**src/rtl/ex_mem_pipe.sv**
```systemverilog
// EX/MEM pipeline register built as a 2-entry skid buffer with branch resolution.
// Define EX_MEM_FWD_EN to add the head-entry forwarding outputs.
module ex_mem_pipe (
    input  logic        clk,
    input  logic        rst,
    input  logic        ex_valid_i,
    output logic        ex_ready_o,
    input  logic [31:0] alu_result_i,
    input  logic        alu_zero_i,
    input  logic [31:0] rt_data_i,
    input  logic [4:0]  rd_addr_i,
    input  logic        reg_write_i,
    input  logic        mem_read_i,
    input  logic        mem_write_i,
    input  logic        mem_to_reg_i,
    input  logic        branch_i,
    input  logic [31:0] pc_branch_i,
    input  logic        flush_i,
    output logic        mem_valid_o,
    input  logic        mem_ready_i,
    output logic [31:0] alu_result_o,
    output logic [31:0] rt_data_o,
    output logic [4:0]  rd_addr_o,
    output logic        reg_write_o,
    output logic        mem_read_o,
    output logic        mem_write_o,
    output logic        mem_to_reg_o,
    output logic        branch_taken_o,
    output logic [31:0] branch_target_o
`ifdef EX_MEM_FWD_EN
    ,
    output logic        fwd_valid_o,
    output logic [4:0]  fwd_rd_o,
    output logic [31:0] fwd_data_o
`endif
);

    typedef enum logic [1:0] {
        EMPTY = 2'd0,
        ONE   = 2'd1,
        FULL  = 2'd2
    } state_t;

    typedef struct packed {
        logic [31:0] alu_result;
        logic [31:0] rt_data;
        logic [4:0]  rd_addr;
        logic        reg_write;
        logic        mem_read;
        logic        mem_write;
        logic        mem_to_reg;
    } entry_t;

    localparam entry_t ENTRY_CLR = entry_t'({$bits(entry_t){1'b0}});

    // Writes to r0 are architecturally dead, so drop the write enable here.
    function automatic entry_t capture(
        input logic [31:0] alu_result,
        input logic [31:0] rt_data,
        input logic [4:0]  rd_addr,
        input logic        reg_write,
        input logic        mem_read,
        input logic        mem_write,
        input logic        mem_to_reg
    );
        entry_t e;
        e.alu_result = alu_result;
        e.rt_data    = rt_data;
        e.rd_addr    = rd_addr;
        e.reg_write  = reg_write && (rd_addr != 5'd0);
        e.mem_read   = mem_read;
        e.mem_write  = mem_write;
        e.mem_to_reg = mem_to_reg;
        return e;
    endfunction

    state_t      state_r;
    entry_t      head_r;
    entry_t      skid_r;
    entry_t      in_s;
    logic        push_s;
    logic        pop_s;
    logic        taken_s;
    logic        branch_taken_r;
    logic [31:0] branch_target_r;

    assign ex_ready_o  = (state_r != FULL) && !rst;
    assign mem_valid_o = (state_r != EMPTY);
    assign push_s      = ex_valid_i && ex_ready_o;
    assign pop_s       = mem_valid_o && mem_ready_i;
    assign taken_s     = push_s && branch_i && alu_zero_i;
    assign in_s        = capture(alu_result_i, rt_data_i, rd_addr_i, reg_write_i,
                                 mem_read_i, mem_write_i, mem_to_reg_i);

    // Buffer occupancy, entry storage and branch pulse registers.
    always_ff @(posedge clk) begin
        if (rst || flush_i) begin
            state_r         <= EMPTY;
            head_r          <= ENTRY_CLR;
            skid_r          <= ENTRY_CLR;
            branch_taken_r  <= 1'b0;
            branch_target_r <= 32'd0;
        end else begin
            // The branch resolves at acceptance, independent of later stalls.
            branch_taken_r  <= taken_s;
            branch_target_r <= taken_s ? pc_branch_i : 32'd0;
            case (state_r)
                EMPTY: begin
                    if (push_s) begin
                        head_r  <= in_s;
                        state_r <= ONE;
                    end else begin
                        state_r <= EMPTY;
                    end
                end
                ONE: begin
                    case ({push_s, pop_s})
                        2'b10: begin
                            skid_r  <= in_s;
                            state_r <= FULL;
                        end
                        2'b01: begin
                            head_r  <= ENTRY_CLR;
                            state_r <= EMPTY;
                        end
                        2'b11: begin
                            head_r  <= in_s;
                            state_r <= ONE;
                        end
                        default: state_r <= ONE;
                    endcase
                end
                FULL: begin
                    if (pop_s) begin
                        head_r  <= skid_r;
                        skid_r  <= ENTRY_CLR;
                        state_r <= ONE;
                    end else begin
                        state_r <= FULL;
                    end
                end
                default: begin
                    head_r  <= ENTRY_CLR;
                    skid_r  <= ENTRY_CLR;
                    state_r <= EMPTY;
                end
            endcase
        end
    end

    // Head payload is forced to zero whenever no beat is presented.
    always_comb begin
        alu_result_o = 32'd0;
        rt_data_o    = 32'd0;
        rd_addr_o    = 5'd0;
        reg_write_o  = 1'b0;
        mem_read_o   = 1'b0;
        mem_write_o  = 1'b0;
        mem_to_reg_o = 1'b0;
        if (mem_valid_o) begin
            alu_result_o = head_r.alu_result;
            rt_data_o    = head_r.rt_data;
            rd_addr_o    = head_r.rd_addr;
            reg_write_o  = head_r.reg_write;
            mem_read_o   = head_r.mem_read;
            mem_write_o  = head_r.mem_write;
            mem_to_reg_o = head_r.mem_to_reg;
        end else begin
            alu_result_o = 32'd0;
        end
    end

    assign branch_taken_o  = branch_taken_r;
    assign branch_target_o = branch_target_r;

`ifdef EX_MEM_FWD_EN
    // Forwarding view of the head entry for the hazard unit.
    always_comb begin
        fwd_valid_o = mem_valid_o && reg_write_o;
        fwd_rd_o    = 5'd0;
        fwd_data_o  = 32'd0;
        if (fwd_valid_o) begin
            fwd_rd_o   = head_r.rd_addr;
            fwd_data_o = head_r.alu_result;
        end else begin
            fwd_rd_o   = 5'd0;
        end
    end
`endif

endmodule
```
**config.mk**
```make
export PLATFORM = sky130hd
export DESIGN_NAME = ex_mem_pipe
export DESIGN_NICKNAME = d
export VERILOG_FILES = /design/src/rtl/ex_mem_pipe.sv
export SDC_FILE = /design/constraint.sdc
export NUM_CORES = 1
export LEC_CHECK = 0
export BUFFER_PORTS_ARGS = -buffer_cell sky130_fd_sc_hd__buf_2
export CORE_UTILIZATION = 58
export CTS_CLUSTER_DIAMETER = 150
export CTS_CLUSTER_SIZE = 30
export DETAILED_ROUTE_END_ITERATION = 6
export GPL_TIMING_DRIVEN = 0
export PLACE_DENSITY = 0.92
export SETUP_SLACK_MARGIN = 0.02
export SLEW_MARGIN = 20
export SYNTH_ARGS = -nofsm -noshare
export SYNTH_HDL_FRONTEND = slang
export SYNTH_SLANG_ARGS = --single-unit
```
**constraint.sdc**
```tcl
create_clock -name clk -period 4.6 [get_ports clk]
set_input_delay 0 -clock clk [delete_from_list [all_inputs] [get_ports clk]]
set_output_delay 0 -clock clk [all_outputs]
set_load 0.005 [all_outputs]
```
==> impl_metrics.tcl <==
set metrics [dict create \
    ant_nets 0 \
    worst_slew_pin_slew_ns 0.811 \
    maxSlewHeadroom_pct 45.9 \
    cp.required_ns 4.60 \
    hold_buffers 110 \
    period_share_pct 54.9 \
    synthesis.instances 888 \
    cts_setup_buffers 0 \
    fillCellCount 874 \
    syn_area_um2 8590 \
    power_leakage_nw 4.64 \
    fin_nets 1345 \
    clk_pin_slew_ns 0.07 \
    power_density_nw_per_um2 317 \
    ys_ff_latch 181 \
    globalRouteTotalUtil_pct 36.8 \
    vias_per_cell 5.99 \
    rsz0062_at_grt "false" \
    grt_max_degree 17 \
    grt_first_pass_wirelength_um 43000 \
    cts_resized 0 \
    layout_commonest_cell "buf_2" \
    grt_pass1_vias 8589 \
    setup_tns_ns 0 \
    core_region_area_um2 14500 \
    drive_gt1_share_pct 29.1 \
    clock_path_buffers 2 \
    finalSetupViolations 0 \
    synth_top_area_share_pct 42.2 \
    setup_slack_ns 2.08 \
    synth_top_area_cell "dfxtp_1" \
    routedWlPerCell_um 19.6 \
    tritoncts "yes" \
    synth_area_leaders "dfxtp_1, a22oi_2, mux2i_1" \
    h-tree-depth 4 \
    multi_input_area_um2 4360 \
    ys_warn_count 0 \
    cts_made_buffers 17 \
    ys_seq_area_share_pct 42.2 \
    overflow 0 \
    end_kind "output port" \
    slew_violations 0 \
    first_pass_iters 7 \
    clockRootBuffer "clkbuf_16" \
    area_growth_pct 35.6 \
    synth_cell_types 40 \
    most-common-layout-cells "buf_2, dfxtp_1, nor2_1, dlygate4sd3_1, and2_1" \
    fmax_ghz 0.396 \
    fin_crit_ns 2.52 \
    worstPathMaxFanout 10 \
    status "complete, but fails checks" \
    ir_drop_v 0.000318 \
    die-height_um 124 \
    critical_path_class "register to output port" \
    worstSetupStartpointType "register" \
    finalHoldViolations 0 \
    arrival_ns 2.52 \
    drt_iter0_drc 716 \
    rows 44 \
    clkSinkCount 181 \
    grt_antenna_before_repair 1 \
    synth_nets 1000 \
    drc 2 \
    hp-class "input pin to register" \
    start_util_pct 59.3 \
    die_area_um2 15300 \
    clock_latency_ns 0.44 \
    syn_area_per_cell_um2 9.67 \
    ios 220 \
    fin_skew_ns 0.0149 \
    hpwl_um 17000 \
    io_buffers 216 \
    maxCapViolCount 0 \
    dp_slack_ns 2.67 \
    finalWirelength_um 28100 \
    violations "DRC" \
    die_x_um 124 \
    gp_congestion 0.880 \
    via_count 8577 \
    register_area_um2 3620 \
]
## synthesized netlist by cell type
| cell | number |
|---|---|
| and2_1 | 105 |
| mux2i_1 | 73 |
| a21o_1 | 1 |
| nand4b_1 | 14 |
| o22a_1 | 1 |
| nor4b_1 | 1 |
| nor3b_1 | 1 |
| nand2_1 | 16 |
| nand2b_1 | 2 |
| or4_1 | 1 |
| a22oi_1 | 60 |
| or2_2 | 2 |
| a22oi_2 | 70 |
| buf_1 | 2 |
| a221o_1 | 1 |
| buf_4 | 8 |
| a211o_1 | 1 |
| nor3_2 | 1 |
| nor4b_2 | 1 |
| a2bb2oi_1 | 1 |
| o2bb2ai_1 | 49 |
| nand3b_1 | 1 |
| and4bb_1 | 1 |
| nor2_1 | 134 |
| o21ai_0 | 1 |
| nor3b_2 | 1 |
| dfxtp_1 | 181 |
| clkbuf_1 | 53 |
| a22o_1 | 1 |
| buf_6 | 16 |
| a21oi_1 | 16 |
| or3_1 | 2 |
| inv_1 | 25 |
| nor2b_1 | 2 |
| a221oi_1 | 2 |
| o22ai_2 | 1 |
| buf_2 | 14 |
| and3b_1 | 2 |
| o32ai_1 | 23 |
| or3b_1 | 1 |
## path summary, 6_finish.rpt
check	startpoint	endpoint	cells after the start	slack (ns)
worst min-delay path	flush_i	branch_target_o[1]	3	0.04
worst max register to register	state_r[0]	skid_r[34]	6	2.41
worst max-delay path	state_r[1]	rt_data_o[14]	6	2.08
worst min register to register	skid_r[51]	skid_r[51]	2	0.45
## cells by family after synthesis
group	count (synthesis)	share of synthesized area, %
multiplexers	73	8.51
AO/OA/AOI/OAI	228	24.7
AND/OR/NAND/NOR	288	17.5
flip-flops	181	42.2
buffers and inverters	118	7.11
## worst max-delay path: stages (launching register included)
cell and delay (ns):
dfxtp_1 0.34, buf_2 0.21, or2_2 0.17, clkbuf_1 0.62, clkbuf_1 0.40, and2_1 0.22
buf_2 0.13
## cell type report
class / instances / share of cell area [%]
Tap cell: 184 / 1.98
Clock buffer: 19 / 3.89
Multi-Input combinational cell: 589 / 37.4
Timing Repair Buffer: 326 / 18.7
Inverter: 25 / 0.806
Sequential cell: 181 / 31.1
Clock inverter: 13 / 1.65
Antenna cell: 1 / 0.0215
Buffer: 93 / 4.44
## report_power, final
group / switching (mW) / internal [mW]
Sequential: 0.0151 / 1.59
Clock: 0.650 / 0.947
Combinational: 0.271 / 0.220
## metal layers
layer	GRT usage, %	part of all wire (%)	vias up
met4	21.2	4.3	0
met3	8.93	9.0	121
met5	0	0	-
met1	40.7	37	4039
met2	64.3	50	550
li1	-	-	3867
## sequential cells by signal, indices dropped and copies added (netlist names)
| signal | count |
|---|---|
| branch_target_o | 32 |
| state_r | 2 |
| head_r | 73 |
| skid_r | 73 |
| branch_taken_o | 1 |
## per-stage QoR
step           area [µm²]  util (%)  total power [mW]  hold slack [ns]  instances
6_report            11600      80.5              3.69           0.0395       1431
5_1_grt             11600      80.5              3.80           0.0329       1431
4_1_cts             11600      80.4              3.67          0.00734       1430
3_5_place_dp         9900      68.4              2.04            0.202       1288
3_3_place_gp         9900      68.4              2.02            0.199       1288
2_1_floorplan        8590         -              1.89            0.122        888
Note: power is estimated with default switching activity, not from simulation.
